## src/rtl/dss_pkg.sv

```systemverilog
// rtl/dss_pkg.sv - shared constants, state encoding and PN step function for the DSSS spreader
package dss_pkg;

    localparam int         PN_LEN   = 127;
    localparam logic [6:0] PN_SEED  = 7'h7F;
    localparam int         PN_TAP_A = 6;
    localparam int         PN_TAP_B = 5;

    typedef enum logic {
        IDLE = 1'b0,
        RUN  = 1'b1
    } state_t;

    // Fibonacci x^7+x^6+1: shift left, feedback into bit 0
    function automatic logic [6:0] pn_next(input logic [6:0] s);
        return {s[5:0], s[PN_TAP_A] ^ s[PN_TAP_B]};
    endfunction

endpackage

```

## src/rtl/pn_lfsr7.sv

```systemverilog
// rtl/pn_lfsr7.sv - 7-bit m-sequence generator; load forces the seed, en steps one chip
module pn_lfsr7
    import dss_pkg::*;
(
    input  logic clk,
    input  logic reset,
    input  logic en,
    input  logic load,
    output logic pn
);

    logic [6:0] r_state;

    always_ff @(posedge clk or posedge reset) begin
        if (reset) begin
            r_state <= PN_SEED;
        end else if (load) begin
            r_state <= PN_SEED;
        end else if (en) begin
            r_state <= pn_next(r_state);
        end
    end

    assign pn = r_state[6];

endmodule

```

## src/rtl/dss_bpsk_spreader.sv

```systemverilog
// rtl/dss_bpsk_spreader.sv - DSSS spreader: one data bit per 127-chip symbol, BPSK sign-mux of the NCO carrier
module dss_bpsk_spreader
    import dss_pkg::*;
#(
    parameter int DW       = 10,
    parameter int CHIP_DIV = 4
) (
    input  logic          clk,
    input  logic          reset,
    input  logic          clken,
    input  logic [DW-1:0] car_i,
    input  logic          car_valid,
    input  logic          din,
    input  logic          din_valid,
    output logic          din_ready,
    output logic [DW-1:0] dout,
    output logic          dout_valid,
    output logic          chip_o,
    output logic          sym_start,
    output logic          underrun
);

    localparam int              SMP_W    = (CHIP_DIV > 1) ? $clog2(CHIP_DIV) : 1;
    localparam logic [SMP_W-1:0] SMP_LAST = SMP_W'(CHIP_DIV - 1);
    localparam logic [6:0]       IDX_LAST = 7'(PN_LEN - 1);
    localparam logic [DW-1:0]    CAR_MIN  = {1'b1, {(DW-1){1'b0}}};
    localparam logic [DW-1:0]    CAR_MAX  = {1'b0, {(DW-1){1'b1}}};

    state_t           r_state;
    state_t           w_next_state;
    logic [SMP_W-1:0] r_smp;
    logic [6:0]       r_idx;
    logic             r_bit;

    logic             w_adv;
    logic             w_chip_end;
    logic             w_boundary;
    logic             w_accept;
    logic             w_underrun;
    logic             w_pn;
    logic             w_chip;
    logic             w_run_adv;
    logic [DW-1:0]    w_neg;
    logic [DW-1:0]    w_mix;

    assign w_adv      = clken & car_valid;
    assign w_run_adv  = (r_state == RUN) & w_adv;
    assign w_chip_end = w_adv & (r_smp == SMP_LAST);
    assign w_boundary = w_chip_end & (r_idx == IDX_LAST);
    assign w_chip     = r_bit ^ w_pn;
    // The most negative carrier has no positive twin; clamp instead of wrapping
    assign w_neg      = (car_i == CAR_MIN) ? CAR_MAX : (~car_i + 1'b1);
    assign w_mix      = w_chip ? w_neg : car_i;

    pn_lfsr7 u_pn (
        .clk   (clk),
        .reset (reset),
        .en    ((r_state == RUN) & w_chip_end),
        .load  (w_accept),
        .pn    (w_pn)
    );

    always_comb begin
        w_next_state = r_state;
        din_ready    = 1'b0;
        w_accept     = 1'b0;
        w_underrun   = 1'b0;
        case (r_state)
            IDLE: begin
                din_ready = clken;
                w_accept  = din_valid & clken;
                if (w_accept) begin
                    w_next_state = RUN;
                end
            end
            RUN: begin
                din_ready = w_boundary;
                w_accept  = w_boundary & din_valid;
                if (w_boundary && !din_valid) begin
                    w_underrun   = 1'b1;
                    w_next_state = IDLE;
                end
            end
            default: w_next_state = IDLE;
        endcase
    end

    always_ff @(posedge clk or posedge reset) begin
        if (reset) begin
            r_state <= IDLE;
            r_bit   <= 1'b0;
        end else begin
            r_state <= w_next_state;
            if (w_accept) begin
                r_bit <= din;
            end
        end
    end

    // Counters wrap to zero exactly at the symbol boundary, so both the
    // seamless-restart and underrun paths leave them cleared without extra logic
    always_ff @(posedge clk or posedge reset) begin
        if (reset) begin
            r_smp <= '0;
            r_idx <= '0;
        end else if (w_run_adv) begin
            if (r_smp == SMP_LAST) begin
                r_smp <= '0;
                r_idx <= (r_idx == IDX_LAST) ? 7'd0 : r_idx + 7'd1;
            end else begin
                r_smp <= r_smp + SMP_W'(1);
            end
        end
    end

    always_ff @(posedge clk or posedge reset) begin
        if (reset) begin
            dout       <= '0;
            dout_valid <= 1'b0;
            chip_o     <= 1'b0;
            sym_start  <= 1'b0;
            underrun   <= 1'b0;
        end else begin
            dout_valid <= 1'b0;
            sym_start  <= 1'b0;
            underrun   <= w_underrun;
            if (w_run_adv) begin
                dout       <= w_mix;
                dout_valid <= 1'b1;
                chip_o     <= w_chip;
                sym_start  <= (r_smp == '0) && (r_idx == 7'd0);
            end
        end
    end

endmodule
```

## config.mk

```make
export PLATFORM = sky130hd
export DESIGN_NAME = dss_bpsk_spreader
export DESIGN_NICKNAME = d
export VERILOG_FILES = /design/src/rtl/dss_pkg.sv /design/src/rtl/pn_lfsr7.sv /design/src/rtl/dss_bpsk_spreader.sv
export SDC_FILE = /design/constraint.sdc
export NUM_CORES = 1
export LEC_CHECK = 0
export CAP_MARGIN = 20
export CORE_MARGIN = 4
export CORE_UTILIZATION = 40
export DETAILED_ROUTE_END_ITERATION = 7
export MAX_ROUTING_LAYER = met4
export PLACE_DENSITY = 0.62
export SLEW_MARGIN = 25
export SYNTH_ARGS = -nofsm -noshare
export SYNTH_HDL_FRONTEND = slang
export SYNTH_SLANG_ARGS = --single-unit
```

## constraint.sdc

```tcl
create_clock -name clk -period 2.5 [get_ports clk]
set_clock_uncertainty 0.2 [all_clocks]
set_input_delay 0.5 -clock clk [delete_from_list [all_inputs] [get_ports clk]]
set_output_delay 0.5 -clock clk [all_outputs]
set_load 0.03 [all_outputs]
```

== Word-level counts from Yosys, hierarchy flattened ==
Index checks and enable logic that the tools add are counted.

* $add $sub $neg: 3
* Multiply operators: 0
* Div/mod/pow operators: 0
* $lt $le $gt $ge: 0
* Equal/unequal tests: 3
* Shift operators: 0
* Muxes and demuxes: 15
* Bitwise logic cells: 11
* Reduce and logical (&&, ||, !) cells: 7

{| class="wikitable"
|+ Operator list
! operator !! count
|-
| 2-to-1 mux 7 bit || 3
|-
| 2-to-1 mux 10 bit || 2
|-
| adder 10 x 1 -> 10 bit, second input constant || 1
|-
| == test 10 bit, second input constant || 1
|-
| NOT 10 bit || 1
|-
| adder 7 x 1 -> 7 bit, second input constant || 1
|-
| AND 1 bit || 7
|-
| == test 7 bit, second input constant || 1
|-
| logical NOT 7 bit || 1
|-
| 2-to-1 mux 1 bit || 6
|-
| one-hot mux 1 bit (2 select lines) || 3
|-
| adder 2 x 1 -> 2 bit, second input constant || 1
|-
| == test 2 bit, second input constant || 1
|-
| logical AND 1 bit || 2
|-
| logical NOT 2 bit || 1
|-
| 2-to-1 mux 2 bit || 1
|-
| AND reduction 2 bit || 1
|-
| nonzero test 2 bit || 1
|-
| XOR 1 bit || 2
|-
| logical NOT 1 bit || 1
|-
| NOT 1 bit || 1
|}

* Register bits after elaboration: 32
* Latch bits: 0
* Memory bits (writable): 0
* ROM bits: 0
* Input bits: 16
* Output and inout port bits: 15
* Word-level logic and storage cells: 49
* Memories kept: 0

== Depth between registers and ports, before layout ==
Gate-level depths: netlist of run 1.

* Word-level depth: 6
* Gate-level depth with buffers: 6
* Gate-level depth less buffers: 6

== Hierarchy ==
Synthesis of run 1 repeated with hierarchy kept, for this count alone.

* Cell total of the unflattened synthesis: 172
* Area total of the unflattened synthesis: 1685.4 µm²

{| class="wikitable"
|+ By module, submodules not included
! module !! times used !! cells each !! area each (µm²) !! seq. area each (µm²)
|-
| dss_bpsk_spreader || 1 || 147 || 1380.1 || 625.6
|-
| pn_lfsr7 || 1 || 25 || 305.3 || 183.9
|}

== Worst setup path after synthesis of run 1 ==
Ideal clock, no wire load.

* Path type: register to register
* Start point: register r_smp[0]
* End point: register r_bit
* Library setup time: 127 ps
* Arrival: 1641 ps
* Data required time: 2173 ps
* Setup slack: 531 ps
* Stages on the path, launching flop included: 7
* Buffers on the path: 1
* Clock period less this slack: 1969 ps
* Path through: dfrtp_1 > ha_1 > and4_1 > buf_2 > a41o_1 > nand2_1 > mux2_1

* Cells in the longest elaborated chain, start to end: 5

{| class="wikitable"
|+ Ends and longest elaborated chain
! what !! RTL line !! text
|-
| start, declared || dss_bpsk_spreader.sv:31 || <nowiki>logic [SMP_W-1:0] r_smp;</nowiki>
|-
| start signal, assigned || dss_bpsk_spreader.sv:111 || <nowiki>r_smp <= r_smp + SMP_W'(1);</nowiki>
|-
| == test 2 bit || dss_bpsk_spreader.sv:48 || <nowiki>assign w_chip_end = w_adv & (r_smp == SMP_LAST);</nowiki>
|-
| AND 1 bit || dss_bpsk_spreader.sv:48 ||
|-
| AND 1 bit || dss_bpsk_spreader.sv:49 || <nowiki>assign w_boundary = w_chip_end & (r_idx == IDX_LAST);</nowiki>
|-
| AND 1 bit || dss_bpsk_spreader.sv:78 || <nowiki>w_accept = w_boundary & din_valid;</nowiki>
|-
| one-hot mux 1 bit (2 select lines) || dss_bpsk_spreader.sv:68 || <nowiki>case (r_state)</nowiki>
|-
| end signal, assigned || dss_bpsk_spreader.sv:95 || <nowiki>r_bit <= din;</nowiki>
|-
| end, declared || dss_bpsk_spreader.sv:33 || <nowiki>logic r_bit;</nowiki>
|}

Every way passes these cells.
A chain may end at the register's enable or synchronous reset.

== Worst setup path in the final report of run 1 ==
* Start point: input clken
* End point: output din_ready

* Cells in the longest elaborated chain, start to end: 4

{| class="wikitable"
|+ Ends and longest elaborated chain
! what !! RTL line !! text
|-
| start, declared || dss_bpsk_spreader.sv:10 || <nowiki>input logic clken,</nowiki>
|-
| AND 1 bit || dss_bpsk_spreader.sv:46 || <nowiki>assign w_adv = clken & car_valid;</nowiki>
|-
| AND 1 bit || dss_bpsk_spreader.sv:48 ||
|-
| AND 1 bit || dss_bpsk_spreader.sv:49 ||
|-
| one-hot mux 1 bit (2 select lines) * || dss_bpsk_spreader.sv:68 ||
|-
| end, declared || dss_bpsk_spreader.sv:15 || <nowiki>output logic din_ready,</nowiki>
|}

Mark *: on every way between the ends. The rest lies on a longest branch, timed or not.

==> impl_results.md, run 1 <==
- Outcome: finished clean
- Post-Synthesis Cell Area: 1677 µm²
- WL/cell: 14.27 µm
- Initial antenna violation count: 0
- Crit-path max cell delay: 0.54 ns
- Placed instance count: 257
- Final Non-Filler Cells: 265
- Crit-path cells: clkdlybuf4s50_1, and4_1, a41o_1, buf_4
- Total power draw: 0.002135 W
- Synth top area share: 37.31%
- Htree depth: 2
- Seq cells post-synth: 32
- Vias/cell: 5.540
- CTS buffer count: 5
- CTS root buffer: clkbuf_8
- Post-layout min period: 2.356 ns
- Rows: 23
- FMAX: 424.5 MHz
- CTS Buffer Depth: 2
- Iter 0 DRT Violations: 75
- P&R area growth vs syn: 31.12%
- Remaining Overflow, GRT: 0
- Design area: 2198 µm²
- CP Class: input port to output pin
- Clock latency at the later pin of the worst-skew pair: 0.28 ns
- Number of I/O pins: 31
- Vias in the first global route: 1499
- Setup crit end kind: output pin
- Die outline area: 5291 µm²
- Pre-antenna DRT Iters: 4
- TritonCTS clock tree: built
- DRT antenna net count: 0
- Total negative slack: 0 ns
- Starting Density: 41.61%
- Chip height: 72.74 µm
- Clock transition at path regs: 0.06 ns
- Post-CTS sizing: 0
- Fin util: 54.57%
- Crit start category: input port
- Commonest register cell after synthesis: dfrtp_1
- Dpl cell area: 2087 µm²
- WL final: 3781 µm
- All-Layer GR Usage: 16.42%
- MaxCap Viol Count: 0
- Cell leakage power: 0.9158 nW
- Largest area contributor in the netlist: dfrtp_1
- CP max FO: 5
- Fin nets: 236
- Critical-path top delay cell: clkdlybuf4s50_1
- Seq/Total Area, Yosys: 48.28%
- Final Max Tran Viols: 0
- Pin count of the biggest net entering global routing: 33
- Pwr/cell area: 971.2 nW/µm²
- RSZ-0062 raised after global routing: false
- Die Wd: 72.74 µm
- Slew @ Worst Pin: 0.6498 ns
- Postcts setup bufs: 0
- Avg Synthesized Cell Area: 9.805 µm²
- Hold_buf cts: 0
- Synth area leaders: dfrtp_1 37%, dfstp_2 11%, nand2_1 4.7%
- Core area: 4029 µm²
- Post-route DRC: 0
- Syn Nets: 193
- Synthesized instance count: 171
- Number of synthesized flops with an enable pin: 0
- # diodes: 0
- Distinct cells, synth: 44
- Yosys warning count: 0
- Asr flop ratio synth: 100.0%
- Port bufs: 30
- Routability cong.: 0.9291
- Clock Sink Count: 32
- Arr. time, crit path: 1.66 ns
- Max-slew headroom: 56.37%
- Fill count: 344
- Via count: 1468
- Final setup violation count: 0
- HP Class: register to register
- Max rail drop VDD: 0.0004338 V
- First-pass GRT wire length: 6630 µm
- Final hold vios: 0
- Share of layout cells above drive strength 1: 15.81%
- Worst Path Required: 1.80 ns
- Post-DP HPWL: 2768 µm
- Period utilization: 94.23%
-- cell type report --
cell class / count / area, µm² / share of cell area [%]
repair buffers: 40 / 372.9 / 16.96
flip-flops and latches: 32 / 809.5 / 36.82
well taps: 50 / 62.56 / 2.846
inverters: 12 / 45.04 / 2.049
multi-input cells: 123 / 797.0 / 36.25
clock inverters: 3 / 42.54 / 1.935
clock buffers: 5 / 68.82 / 3.130
-- cell usage after synthesis, types with 4 or more instances --
cell	count
a21oi_1	4
dfrtp_1	25
dfstp_2	7
ha_1	6
inv_1	12
nand2_1	21
nand3_1	9
nor2_1	5
o211ai_1	6
o21ai_0	14
o21ai_1	10
o22a_1	7
-- cell usage in the layout, fill, tap and decap left out, types with 3 or more instances in the layout --
cell type / count
o211ai_1: 6
ha_1: 6
dfrtp_1: 25
nor3_1: 3
a21oi_1: 4
nor2_1: 5
o21ai_0: 14
buf_4: 11
nor4_1: 3
o22a_1: 7
nand3_1: 9
nand2_1: 21
dfstp_2: 7
o21ai_1: 10
inv_1: 12
clkbuf_8: 5
clkdlybuf4s50_1: 29
-- critical path: cells and delay by family --
kind	cells	cell delay [ns]
buf+inv	2	0.71
simple gates	1	0.23
compound gates	1	0.21
-- cells by family after synthesis --
| logic type | share of synthesized area, % |
|---|---|
| flops | 48.28 |
| xor+xnor | 1.567 |
| fa+ha+maj | 4.477 |
| mux | 1.269 |
| buf+inv | 4.179 |
| compound gates | 20.15 |
| simple gates | 20.08 |
-- report_power, final --
part | internal (W) | switching [W] | leakage, nW | total (W)
logic | 0.000350 | 0.000429 | 0.487 | 0.000779
registers | 0.000725 | 0.000139 | 0.375 | 0.000864
clock network | 0.000295 | 0.000197 | 0.0541 | 0.000491
total | 0.00137 | 0.000766 | 0.916 | 0.00213
-- through the flow --
step / worst slack [ns] / hold WS (ns)
global placement: 0.03856 / 0.2658
floorplan: 0.5314 / 0.2620
finish: 0.1442 / 0.2830
global route: 0.08198 / 0.3287
detailed placement: -0.02717 / 0.2745
CTS: 0.1484 / 0.2896
-- metal layers --
metal | vias to the layer above | wire (µm) | global-route usage (%)
li1 | 720 | - | -
met1 | 714 | 1778 | 20.54
met2 | 32 | 1820 | 24.75
met3 | 2 | 163 | 4.959
met4 | 0 | 19 | 6.762
met5 | - | 0 | -
-- registers in the layout, indices dropped and copies added, names as in the netlist --
signal / flops
r_idx: 7
r_bit: 1
sym_start: 1
u_pn.r_state: 7
r_state: 1
underrun: 1
r_smp: 2
chip_o: 1
dout_valid: 1
dout: 10
-- path summary, 6_finish.rpt --
check	from	to	slack, ns	cells past startpoint
max in group asynchronous	reset	u_pn.r_state[3]	1.37	3
worst min register to register	dout[6]	dout[6]	0.28	2
min in group asynchronous	reset	r_state	0.41	3
worst max-delay path	clken	din_ready	0.14	4
worst min-delay path	dout[6]	dout[6]	0.28	2
worst max register to register	r_idx[3]	u_pn.r_state[5]	0.60	4
Power figures use the tool's default switching activity.
==> run 2: changes to the inputs <==
Settings changed: CORE_MARGIN 4 to 10, TNS_END_PERCENT from default to 100.
==> run 2 against run 1 <==
  * Critical path depth did not move
  * Die area increased by 36%
  * First-iteration DRC count grew 8.0%
  * Cell count stayed put
  * Highest routed layer unchanged
==> impl_results.md, run 2 (synthesis gave the netlist of run 1 again) <==
- FMAX: 426.1 MHz (was 424.5 MHz)
- Crit-path cells: clkdlybuf4s50_1, and4_1, a41o_1, buf_4 (unchanged)
- Rows: 23 (unchanged)
- Crit-path max cell delay: 0.54 ns (about the same)
- Iter 0 DRT Violations: 81 (was 75)
- Post-CTS sizing: 0 (unchanged)
- P&R area growth vs syn: 32.01% (was 31.12%)
- Worst Path Required: 1.80 ns (about the same)
- Seq pwr share: 39.4% (was 40.5%)
- Routed wl met2: 2065 µm (was 1820 µm)
- Fin nets: 236 (unchanged)
- Slew @ Worst Pin: 0.6462 ns (was 0.6498 ns)
- Initial antenna violation count: 0 (unchanged)
- DRT antenna net count: 0 (unchanged)
- # diodes: 0 (unchanged)
- CTS buffer count: 5 (unchanged)
- Met3 WL: 231 µm (was 163 µm)
- Final Non-Filler Cells: 265 (unchanged)
- Clock latency at the later pin of the worst-skew pair: 0.28 ns (about the same)
- Critical path origin: clken (unchanged)
- Pwr/cell area: 992.7 nW/µm² (was 971.2 nW/µm²)
- Clock power frac: 25.0% (was 23.0%)
- CP max FO: 5 (unchanged)
- Routability cong.: 0.8812 (was 0.9291)
- Reg2reg path depth: 5 (was 4)
- WL final: 4189 µm (was 3781 µm)
- Via count: 1450 (was 1468)
- Hold_buf cts: 0 (unchanged)
- R2r endpoint: u_pn.r_state[1] (was u_pn.r_state[5])
- Port bufs: 30 (unchanged)
- Post-DP HPWL: 3139 µm (was 2768 µm)
- Final setup violation count: 0 (unchanged)
- First-pass GRT wire length: 7189 µm (was 6630 µm)
- HP Class: register to register (unchanged)
- Placed instance count: 257 (unchanged)
- RSZ-0062 raised after global routing: false (unchanged)
- Largest Register: dout (unchanged)
- Pre-antenna DRT Iters: 4 (unchanged)
- Sw frac: 35.04% (was 35.86%)
- Max Used Layer: met4 (unchanged)
- Switch Pwr: 0.0007699 W (was 0.0007655 W)
- Highest-count cells in the layout ignoring fill and taps: 29 x clkdlybuf4s50_1, 25 x dfrtp_1, 21 x nand2_1 (unchanged)
- Period utilization: 93.88% (was 94.23%)
- Die Wd: 84.74 µm (was 72.74 µm)
- TritonCTS clock tree: built (unchanged)
- Arr. time, crit path: 1.65 ns (was 1.66 ns)
- Commonest non-fill, non-tap cell in the layout: clkdlybuf4s50_1 (unchanged)
- Share of layout cells above drive strength 1: 15.81% (unchanged)
- Worst setup path endpoint: din_ready (unchanged)
- Biggest regs: dout (10), r_idx (7), u_pn.r_state (7) (unchanged)
- Wl on met1: 1877 µm (was 1778 µm)
- Combinational power share: 35.7% (was 36.5%)
- Clock transition at path regs: 0.07 ns (was 0.06 ns)
- MaxCap Viol Count: 0 (unchanged)
- Total negative slack: 0 ns (unchanged)
- CTS root buffer: clkbuf_8 (unchanged)
- Htree depth: 2 (unchanged)
- Postcts setup bufs: 0 (unchanged)
- Cell leakage power: 0.9261 nW (was 0.9158 nW)
- WL/cell: 15.81 µm (was 14.27 µm)
- Crit start category: input port (unchanged)
- Post-layout min period: 2.347 ns (was 2.356 ns)
- Post-route DRC: 0 (unchanged)
- Critical-path top delay cell: clkdlybuf4s50_1 (unchanged)
- All-Layer GR Usage: 12.34% (was 16.42%)
- Outcome: finished clean (unchanged)
- Fin util: 54.94% (was 54.57%)
- Vias/cell: 5.472 (was 5.540)
- Max rail drop VDD: 0.0004667 V (was 0.0004338 V)
- Final Max Tran Viols: 0 (unchanged)
- Starting Density: 41.61% (unchanged)
- Core area: 4029 µm² (unchanged)
- Clock Sink Count: 32 (unchanged)
- Number of I/O pins: 31 (unchanged)
- Vias in the first global route: 1519 (was 1499)
- Reg2reg start: r_idx[0] (was r_idx[3])
- CP Class: input port to output pin (unchanged)
- Max-slew headroom: 56.61% (was 56.37%)
- Largest register FFs: 10 (unchanged)
- Setup crit end kind: output pin (unchanged)
- Setup slack, reg-to-reg: 0.60 ns (about the same)
- Worst hold slack: 0.2841 ns (was 0.2830 ns)
- Cell-internal power: 0.001427 W (was 0.001369 W)
- CTS Buffer Depth: 2 (unchanged)
- Final hold vios: 0 (unchanged)
- Remaining Overflow, GRT: 0 (unchanged)
- Die outline area: 7181 µm² (was 5291 µm²)
- Pin count of the biggest net entering global routing: 33 (unchanged)
- Chip height: 84.74 µm (was 72.74 µm)
-- run 2: final cells by class --
type	count	area, µm²
Sequential cell	32	809.5
Multi-Input combinational cell	123	797.0
Inverter	12	45.04
Clock inverter	1	30.03
Tap cell	50	62.56
Clock buffer	7	96.34
Timing Repair Buffer	40	372.9
Fill cell	372	1815
-- run 2: worst min-delay path by stage --
stage	from	end	slack, ns	cells after the start
finish	dout[6]	dout[6]	0.28	2
global route	dout[4]	dout[4]	0.32	2
CTS	dout[6]	dout[6]	0.29	2
detailed placement	dout[6]	dout[6]	0.28	2
global placement	dout[4]	dout[4]	0.26	2
floorplan	r_idx[4]	sym_start	0.26	1
-- run 2: critical path, delay by kind of cell --
family,cells,cell delay (ns)
compound gates,1,0.21
simple gates,1,0.23
buf+inv,2,0.71
-- run 2: per-layer routing --
layer,vias up,global-route usage (%)
met2,38,18.74
met1,696,15.22
met5,-,-
met3,2,3.961
li1,714,-
met4,0,3.743
-- run 2: power groups by stage --
| stage | clock network, W | logic [W] | registers (W) |
|---|---|---|---|
| 2_1_floorplan | 0 | 0.000397 | 0.000964 |
| 3_3_place_gp | 0 | 0.000771 | 0.000862 |
| 3_5_place_dp | 0 | 0.000793 | 0.000875 |
| 4_1_cts | 0.000561 | 0.000798 | 0.000866 |
| 5_1_grt | 0.000593 | 0.000873 | 0.000895 |
| 6_report | 0.000549 | 0.000784 | 0.000865 |
-- run 2: stage by stage --
step | area (µm²) | worst slack (ns) | total power (W)
after global placement | 2087 | 0.04528 | 0.001633
after floorplan | 1677 | 0.5314 | 0.001361
after global routing | 2213 | 0.09564 | 0.002361
after detailed placement | 2087 | -0.02736 | 0.001667
after CTS | 2213 | 0.1433 | 0.002225
final | 2213 | 0.1529 | 0.002197
